===== src/rtl/md_sequencer_pkg.sv =====
// -----------------------------------------------------------------------------
// md_sequencer_pkg
// Purpose : Shared constants for the iterative RV32M multiply/divide unit.
//           Holds the funct3 opcode encodings, the sequencer state encodings
//           and small opcode-decode helpers used by the FSM and datapath.
// Ports   : none (package)
// -----------------------------------------------------------------------------
package md_sequencer_pkg;

  // Default operand/result width; the iteration count equals this width.
  localparam int MD_XLEN = 32;

  // RV32M funct3 encodings.
  typedef enum logic [2:0] {
    MD_MUL    = 3'b000,
    MD_MULH   = 3'b001,
    MD_MULHSU = 3'b010,
    MD_MULHU  = 3'b011,
    MD_DIV    = 3'b100,
    MD_DIVU   = 3'b101,
    MD_REM    = 3'b110,
    MD_REMU   = 3'b111
  } md_op_e;

  // Sequencer states.
  typedef enum logic [2:0] {
    MD_IDLE = 3'd0,
    MD_PREP = 3'd1,
    MD_ITER = 3'd2,
    MD_FIX  = 3'd3,
    MD_DONE = 3'd4
  } md_state_e;

  // funct3[2] separates the divide group from the multiply group.
  function automatic logic md_is_div(input md_op_e op);
    return op[2];
  endfunction

  // REM/REMU return the remainder; remainder sign follows the dividend.
  function automatic logic md_is_rem(input md_op_e op);
    return op[2] & op[1];
  endfunction

  // Operand a is treated as signed for MULH, MULHSU, DIV and REM.
  function automatic logic md_a_signed(input md_op_e op);
    return (op == MD_MULH) || (op == MD_MULHSU) || (op == MD_DIV) || (op == MD_REM);
  endfunction

  // Operand b is treated as signed for MULH, DIV and REM.
  function automatic logic md_b_signed(input md_op_e op);
    return (op == MD_MULH) || (op == MD_DIV) || (op == MD_REM);
  endfunction

endpackage : md_sequencer_pkg


===== src/rtl/md_sequencer_if.sv =====
// -----------------------------------------------------------------------------
// md_sequencer_if
// Purpose : Pipeline <-> multiply/divide unit handshake bundle.
// Signals : start      request, sampled only while the unit is idle
//           md_op      RV32M funct3 opcode
//           operand_a  rs1 (multiplicand / dividend)
//           operand_b  rs2 (multiplier / divisor)
//           kill       pipeline flush, aborts an op in flight
//           busy       op in flight (PREP/ITER/FIX)
//           done       one-cycle pulse, result valid
//           result     registered result, held until the next done
//           stall_req  hold request for the hazard logic
// Modports: master = pipeline side, slave = md_sequencer side
// -----------------------------------------------------------------------------
interface md_sequencer_if #(
  parameter int XLEN = 32
);
  import md_sequencer_pkg::*;

  logic            start;
  md_op_e          md_op;
  logic [XLEN-1:0] operand_a;
  logic [XLEN-1:0] operand_b;
  logic            kill;
  logic            busy;
  logic            done;
  logic [XLEN-1:0] result;
  logic            stall_req;

  modport master (
    output start, md_op, operand_a, operand_b, kill,
    input  busy, done, result, stall_req
  );

  modport slave (
    input  start, md_op, operand_a, operand_b, kill,
    output busy, done, result, stall_req
  );

endinterface : md_sequencer_if


===== src/rtl/md_sequencer_step.sv =====
// -----------------------------------------------------------------------------
// md_sequencer_step
// Purpose : Combinational single-iteration datapath of the sequencer.
//           Multiply: add-shift on a 2*XLEN product register.
//           Divide  : restoring trial-subtract on an (XLEN+1)-bit partial
//                     remainder; the low half of acc holds the dividend bits
//                     still to be consumed and collects quotient bits.
// Ports   : is_div_i  select divide step (1) or multiply step (0)
//           opnd_i    multiplicand (multiply) or divisor (divide) magnitude
//           acc_i/o   product register / dividend-quotient shift register
//           rem_i/o   partial remainder
// -----------------------------------------------------------------------------
module md_sequencer_step #(
  parameter int XLEN = 32
) (
  input  logic              is_div_i,
  input  logic [XLEN-1:0]   opnd_i,
  input  logic [2*XLEN-1:0] acc_i,
  input  logic [XLEN:0]     rem_i,
  output logic [2*XLEN-1:0] acc_o,
  output logic [XLEN:0]     rem_o
);

  logic [XLEN:0]   mul_sum;    // XLEN+1 bits keeps the carry out of the add
  logic [XLEN+1:0] div_shift;  // one extra bit so the trial difference has a sign
  logic [XLEN+1:0] div_diff;

  always_comb begin
    mul_sum   = {1'b0, acc_i[2*XLEN-1:XLEN]} + (acc_i[0] ? {1'b0, opnd_i} : '0);
    div_shift = {rem_i, acc_i[XLEN-1]};
    div_diff  = div_shift - {2'b00, opnd_i};

    if (is_div_i) begin
      if (!div_diff[XLEN+1]) begin
        rem_o = div_diff[XLEN:0];
        acc_o = {acc_i[2*XLEN-1:XLEN], acc_i[XLEN-2:0], 1'b1};
      end else begin
        // Restore: keep the shifted remainder, quotient bit 0.
        rem_o = div_shift[XLEN:0];
        acc_o = {acc_i[2*XLEN-1:XLEN], acc_i[XLEN-2:0], 1'b0};
      end
    end else begin
      // Carry lands in the MSB as the whole register shifts right by one.
      acc_o = {mul_sum, acc_i[XLEN-1:1]};
      rem_o = rem_i;
    end
  end

endmodule : md_sequencer_step


===== src/rtl/md_sequencer.sv =====
// -----------------------------------------------------------------------------
// md_sequencer
// Purpose : Iterative RV32M multiply/divide unit beside the EX-stage ALU.
//           IDLE -> PREP -> ITER (XLEN cycles) -> FIX -> DONE, with divide
//           special cases (divide by zero, signed overflow) short-cut from
//           PREP straight to DONE. Raises stall_req while an op is in flight.
// Ports   : clk    system clock, rising edge
//           reset  asynchronous active-high reset
//           md     md_sequencer_if.slave handshake bundle
// -----------------------------------------------------------------------------
module md_sequencer
  import md_sequencer_pkg::*;
#(
  parameter int XLEN = MD_XLEN
) (
  input  logic          clk,
  input  logic          reset,
  md_sequencer_if.slave md
);

  localparam int CW = $clog2(XLEN);
  localparam int PW = 2 * XLEN;

  md_state_e       state_q, state_d;
  md_op_e          op_q, op_d;
  logic [XLEN-1:0] a_q, a_d;        // latched raw operands
  logic [XLEN-1:0] b_q, b_d;
  logic [XLEN-1:0] opnd_q, opnd_d;  // multiplicand or divisor magnitude
  logic [PW-1:0]   acc_q, acc_d;
  logic [XLEN:0]   rem_q, rem_d;
  logic [CW-1:0]   cnt_q, cnt_d;
  logic            neg_q, neg_d;    // final result needs negation
  logic [XLEN-1:0] result_q, result_d;

  logic            busy;
  logic            done_pulse;

  // PREP-time decode of the latched operands.
  logic            is_div;
  logic            a_neg, b_neg;
  logic [XLEN-1:0] a_mag, b_mag;
  logic            div_zero, div_ovf;

  // FIX-time sign-corrected results.
  logic [PW-1:0]   prod_fix;
  logic [XLEN-1:0] quot_fix, rem_fix;

  logic [PW-1:0]   step_acc;
  logic [XLEN:0]   step_rem;

  assign is_div   = md_is_div(op_q);
  assign a_neg    = md_a_signed(op_q) & a_q[XLEN-1];
  assign b_neg    = md_b_signed(op_q) & b_q[XLEN-1];
  assign a_mag    = a_neg ? (~a_q + XLEN'(1)) : a_q;
  assign b_mag    = b_neg ? (~b_q + XLEN'(1)) : b_q;
  assign div_zero = (b_q == '0);
  assign div_ovf  = ((op_q == MD_DIV) || (op_q == MD_REM)) &&
                    (a_q == {1'b1, {(XLEN-1){1'b0}}}) && (b_q == '1);

  assign prod_fix = neg_q ? (~acc_q + PW'(1)) : acc_q;
  assign quot_fix = neg_q ? (~acc_q[XLEN-1:0] + XLEN'(1)) : acc_q[XLEN-1:0];
  assign rem_fix  = neg_q ? (~rem_q[XLEN-1:0] + XLEN'(1)) : rem_q[XLEN-1:0];

  md_sequencer_step #(
    .XLEN (XLEN)
  ) u_step (
    .is_div_i (is_div),
    .opnd_i   (opnd_q),
    .acc_i    (acc_q),
    .rem_i    (rem_q),
    .acc_o    (step_acc),
    .rem_o    (step_rem)
  );

  always_ff @(posedge clk or posedge reset) begin
    if (reset) begin
      state_q <= MD_IDLE;
    end else begin
      state_q <= state_d;
    end
  end

  always_ff @(posedge clk or posedge reset) begin
    if (reset) begin
      op_q     <= MD_MUL;
      a_q      <= '0;
      b_q      <= '0;
      opnd_q   <= '0;
      acc_q    <= '0;
      rem_q    <= '0;
      cnt_q    <= '0;
      neg_q    <= 1'b0;
      result_q <= '0;
    end else begin
      op_q     <= op_d;
      a_q      <= a_d;
      b_q      <= b_d;
      opnd_q   <= opnd_d;
      acc_q    <= acc_d;
      rem_q    <= rem_d;
      cnt_q    <= cnt_d;
      neg_q    <= neg_d;
      result_q <= result_d;
    end
  end

  always_comb begin
    state_d    = state_q;
    op_d       = op_q;
    a_d        = a_q;
    b_d        = b_q;
    opnd_d     = opnd_q;
    acc_d      = acc_q;
    rem_d      = rem_q;
    cnt_d      = cnt_q;
    neg_d      = neg_q;
    result_d   = result_q;
    busy       = 1'b0;
    done_pulse = 1'b0;

    case (state_q)
      MD_IDLE: begin
        if (md.start && !md.kill) begin
          op_d    = md.md_op;
          a_d     = md.operand_a;
          b_d     = md.operand_b;
          state_d = MD_PREP;
        end
      end

      MD_PREP: begin
        busy = 1'b1;
        if (md.kill) begin
          state_d = MD_IDLE;
        end else if (is_div && (div_zero || div_ovf)) begin
          // Divide-by-zero takes precedence; the overflow pair has b != 0.
          if (div_zero) begin
            result_d = md_is_rem(op_q) ? a_q : '1;
          end else begin
            result_d = md_is_rem(op_q) ? '0 : a_q;
          end
          state_d = MD_DONE;
        end else begin
          cnt_d = CW'(XLEN - 1);
          neg_d = md_is_rem(op_q) ? a_neg : (a_neg ^ b_neg);
          rem_d = '0;
          if (is_div) begin
            opnd_d = b_mag;
            acc_d  = {{XLEN{1'b0}}, a_mag};
          end else begin
            opnd_d = a_mag;
            acc_d  = {{XLEN{1'b0}}, b_mag};
          end
          state_d = MD_ITER;
        end
      end

      MD_ITER: begin
        busy = 1'b1;
        if (md.kill) begin
          state_d = MD_IDLE;
        end else begin
          acc_d = step_acc;
          rem_d = step_rem;
          if (cnt_q == '0) begin
            state_d = MD_FIX;
          end else begin
            cnt_d = cnt_q - CW'(1);
          end
        end
      end

      MD_FIX: begin
        busy = 1'b1;
        if (md.kill) begin
          state_d = MD_IDLE;
        end else begin
          case (op_q)
            MD_MUL:                       result_d = prod_fix[XLEN-1:0];
            MD_MULH, MD_MULHSU, MD_MULHU: result_d = prod_fix[PW-1:XLEN];
            MD_DIV, MD_DIVU:              result_d = quot_fix;
            default:                      result_d = rem_fix;
          endcase
          state_d = MD_DONE;
        end
      end

      MD_DONE: begin
        done_pulse = 1'b1;
        state_d    = MD_IDLE;
      end

      default: begin
        state_d = MD_IDLE;
      end
    endcase
  end

  assign md.busy      = busy;
  assign md.done      = done_pulse;
  assign md.result    = result_q;
  assign md.stall_req = ((state_q == MD_IDLE) && md.start && !md.kill) || busy;

endmodule : md_sequencer


===== src/flat_wrapper.sv =====
// flat-port wrapper written by rule: the top's interface ports become plain ports
module md_sequencer_flat import md_sequencer_pkg::*;
#(
  parameter int XLEN = MD_XLEN
)
  (clk, reset, md_start, md_md_op, md_operand_a, md_operand_b, md_kill, md_busy, md_done, md_result, md_stall_req);
  md_sequencer_if #(.XLEN(XLEN)) md_i ();
  input  logic clk;
  input  logic reset;
  input wire logic [$bits(md_i.start)-1:0] md_start;
  input wire logic [$bits(md_i.md_op)-1:0] md_md_op;
  input wire logic [$bits(md_i.operand_a)-1:0] md_operand_a;
  input wire logic [$bits(md_i.operand_b)-1:0] md_operand_b;
  input wire logic [$bits(md_i.kill)-1:0] md_kill;
  output wire logic [$bits(md_i.busy)-1:0] md_busy;
  output wire logic [$bits(md_i.done)-1:0] md_done;
  output wire logic [$bits(md_i.result)-1:0] md_result;
  output wire logic [$bits(md_i.stall_req)-1:0] md_stall_req;
  assign md_i.start = md_start;
  assign md_i.md_op = md_md_op;
  assign md_i.operand_a = md_operand_a;
  assign md_i.operand_b = md_operand_b;
  assign md_i.kill = md_kill;
  assign md_busy = md_i.busy;
  assign md_done = md_i.done;
  assign md_result = md_i.result;
  assign md_stall_req = md_i.stall_req;
  md_sequencer #(.XLEN(XLEN)) u_core (.clk(clk), .reset(reset), .md(md_i));
endmodule

===== config.mk =====
export PLATFORM = sky130hd
export DESIGN_NAME = md_sequencer_flat
export DESIGN_NICKNAME = d
export VERILOG_FILES = /design/src/rtl/md_sequencer_pkg.sv /design/src/rtl/md_sequencer_if.sv /design/src/rtl/md_sequencer_step.sv /design/src/rtl/md_sequencer.sv /design/src/flat_wrapper.sv
export SDC_FILE = /design/constraint.sdc
export NUM_CORES = 1
export LEC_CHECK = 0
export ABC_AREA = 1
export CORE_AREA = 2 2 278 280
export CTS_BUF_LIST = sky130_fd_sc_hd__clkbuf_8
export DETAILED_ROUTE_END_ITERATION = 10
export DIE_AREA = 0 0 280 282
export DONT_BUFFER_PORTS = 1
export PLACE_DENSITY = 0.43
export SYNTH_ARGS = -nofsm -noshare
export SYNTH_HDL_FRONTEND = slang
export SYNTH_HIERARCHICAL = 1
export SYNTH_SLANG_ARGS = --single-unit

===== constraint.sdc =====
create_clock -name clk -period 9 [get_ports clk]
set_clock_uncertainty 0.15 [all_clocks]
set_input_delay 0.9 -clock clk [delete_from_list [all_inputs] [get_ports clk]]
set_output_delay 0.9 -clock clk [all_outputs]
set_load 0.02 [all_outputs]

==> reports/qor.csv <==
metric,value,unit
status,completed,
min Tclk post-route,4.535,ns
Yosys top cell area share,25.41,%
pin count of the biggest net entering global routing,103,
"Setup Fix Bufs, Post-CTS",0,
CP endpoint kind,flop,
CP Launch Type,flop,
std cell rows,101,
Final Hold Vio Count,0,
"top cells by area, synth","dfrtp_1 (25%), nand2_1 (21%), nand3_1 (9.7%)",
Most Crowded Layer GR,met2,
"commonest non-fill, non-tap cell in the layout",nand2_1,
Syn Nets,4118,
unrepaired setup endpoints after global routing,no,
VDD IR max,0.2347,mV
Chip Width,280,um
final net count,4038,
required time of the critical path,9.44,ns
Post-Synth XOR/XNOR Area,2.176,%
Iteration-0 DRC Markers,2087,
most frequent cells in the layout,"nand2_1 (1290), inv_1 (495), nor2_1 (455)",
core area,0.07570,mm^2
met1 global-route usage,37.56,%
pre-CTS WS,4.502,ns
Compound-Gate Fraction of Synth Area,13.76,%
hold crit path type,in2reg,
"Avg Cell Area, Syn",5.873,um^2
Post-Synthesis Cell Area,0.02334,mm^2
number of flops mapped to enable cells by yosys,0,
Max Slew Vio Count,0,
Synth Instances,3974,
clk sink count,237,
mean routed wirelength per cell,22.66,um
met2 Usage GRT,44.71,%
library cells used by synthesis,47,
vias per cell,5.225,
First-pass DRT Iterations,6,
Peak Freq,220.5,MHz
final worst slack,4.465,ns
Vert. Die Dim,282,um
post-synthesis sequential area ratio,25.41,%
vias in the first global route,24690,
fillers,8676,
"most used cell, CP",nand2_1,
Crit-path slowest cell,inv_1,
Initial Utilization,30.84,%
Detail Placement HPWL,88530,um
fraction of registers with async set/reset,100.0,%
cts repair resizes,0,
period utilization,50.39,%
"Top FF cell, synth",dfrtp_1,
synthesis-stage register bit count,237,
Critical Path Fanout Max,74,
DRT Wirelength,111400,um
GPL Wtd Cong,0.9488,
gr ovfl total,0,
Least-Margin Pin Slew,1.246,ns
clk slew on worst S/H paths,0.07,ns
IO Pins,106,
setup TNS after final layout,0,ns
crit path cell chain,"inv_2, buf_4, nand3_1, nand3_1, nand2_1, inv_1, o21ai_0, or2_2, nand2_1, nand2_1, nand2_1, o21ai_0, o21ai_0",
total power,9.891,mW
M3 GR Usage,3.547,%
vias after detailed routing,25680,
IO Port Bufs,0,
Ys Warns,6,
CP peak stage delay,0.84,ns
Total GRT Usage,27.84,%
DIE AREA,0.07896,mm^2
antenna-violating nets left,0,
WP data arrival,4.97,ns
clock latency on the worst-skew pair,0.68,ns
TritonCTS clock tree,done,
critical path class,reg2reg,
H-tree levels,2,
CTS Buffer Depth,3,
Syn-to-layout area delta,7.558,%
PwrDens,394.0,mW/mm^2
global-route wire length before repair,164300,um
adder-cell share of the synthesized area,4.063,%
simple logic cell fraction of the synthesized area,42.99,%
Max Cap Viol,0,
Rel. slew slack,16.85,%
largest family of logic cells by synthesized area,simple AND/OR/NAND/NOR gates,
CTS root buf,clkbuf_8,
layout cell share with drive strength beyond 1,5.971,%
mux cell area share after synthesis,0.1447,%
setup violators final,0,
initial antenna violation count,3,
cts bufs inserted,50,
drt drc,0,
total leakage power,13.05,nW
Synth area leader,dfrtp_1,
-- cell usage after synthesis, types with 4 or more instances --
| cell type | number |
|---|---|
| o2111ai_1 | 8 |
| nor3_1 | 41 |
| o21ai_0 | 208 |
| clkbuf_1 | 96 |
| xnor2_1 | 14 |
| ha_1 | 71 |
| nand4_1 | 48 |
| and2_1 | 5 |
| buf_4 | 12 |
| nand3_1 | 453 |
| or2_2 | 23 |
| nand2_4 | 6 |
| o21bai_1 | 9 |
| o211ai_1 | 32 |
| nand2_2 | 7 |
| inv_1 | 485 |
| a21o_1 | 4 |
| nor2_2 | 8 |
| a21oi_1 | 208 |
| o21ai_1 | 36 |
| buf_6 | 20 |
| o21ai_2 | 40 |
| nand3b_1 | 12 |
| buf_1 | 10 |
| nand2_1 | 1290 |
| a31oi_1 | 9 |
| buf_2 | 17 |
| nand3_2 | 13 |
| dfrtp_1 | 237 |
| nor2_1 | 455 |
| o21a_1 | 9 |
| inv_2 | 12 |
| xor2_1 | 44 |
| nor2_4 | 7 |
-- cells by family after synthesis --
group                    count (synthesis)
flip-flops                             237
AND/OR/NAND/NOR                       2375
XOR/XNOR                                58
multiplexers                             3
adder cells (fa/ha/maj)                 75
buffers and inverters                  655
AO/OA/AOI/OAI                          571
-- routing by layer --
layer | vias up | wire length, um
li1 | 12580 | -
met1 | 12150 | 50030
met2 | 771 | 50040
met3 | 173 | 6090
met4 | 2 | 5213
met5 | - | 13
-- critical path: cells and delay by family (launching register included) --
| family | cells | cell delay, ns |
|---|---|---|
| AOI/OAI and AO/OA | 3 | 0.51 |
| buffers and inverters | 3 | 1.80 |
| DFF | 1 | 0.79 |
| and+or+nand+nor | 7 | 1.21 |
-- power by group --
group	total, mW	internal (mW)	switching [mW]
combinational	6.16	1.75	4.41
sequential	2.46	1.48	0.978
clock	1.27	0.707	0.567
-- final timing paths --
path / slack [ns] / cells after the start / endpoint / start
worst max-delay path: 4.47 / 13 / u_core/acc_q[10] / u_core/op_q[2]
min in group asynchronous: 0.65 / 2 / u_core/b_q[8] / reset
worst min register to register: 0.33 / 2 / u_core/cnt_q[4] / u_core/cnt_q[4]
max in group asynchronous: 6.54 / 3 / u_core/neg_q / reset
worst min-delay path: 0.23 / 1 / u_core/a_q[31] / md_operand_a[31]
worst max register to register: 4.47 / 13 / u_core/acc_q[10] / u_core/op_q[2]
-- metrics by stage --
| stage | instance area [um^2] | util (%) | hold slack, ns | instances |
|---|---|---|---|---|
| after global placement | 24000 | 31.70 | 0.3150 | 4819 |
| after global routing | 25110 | 33.17 | 0.2002 | 4915 |
| final | 25110 | 33.17 | 0.2312 | 4915 |
| after floorplan | 23340 | - | 0.2919 | 3974 |
| after CTS | 25100 | 33.16 | 0.1855 | 4914 |
| after detailed placement | 24000 | 31.70 | 0.3202 | 4819 |
-- cell type report --
cell class | instances | area [um^2] | share of cell area (%)
multi-input combinational | 3082 | 14770 | 58.83
sequential | 237 | 5938 | 23.65
inverter | 500 | 1889 | 7.526
tap | 978 | 1224 | 4.874
clock buffer | 72 | 991.0 | 3.947
timing repair buffer | 23 | 187.7 | 0.7476
clock inverter | 22 | 103.9 | 0.4137
antenna | 1 | 2.502 | 0.009968
-- timing repair --
item	in CTS	in global routing
setup endpoints to repair	0	0
endpoints found under the hold margin	30	0
hold buffers	1	0
-- registers in the layout, indices dropped and copies added, names as in the netlist --
register,flops
u_core/rem_q,33
u_core/md.result,32
u_core/acc_q,64
u_core/cnt_q,5
u_core/b_q,32
u_core/opnd_q,32
u_core/state_q,3
u_core/op_q,3
u_core/neg_q,1
u_core/a_q,32
No activity file was read; power rests on OpenSTA's default activity.
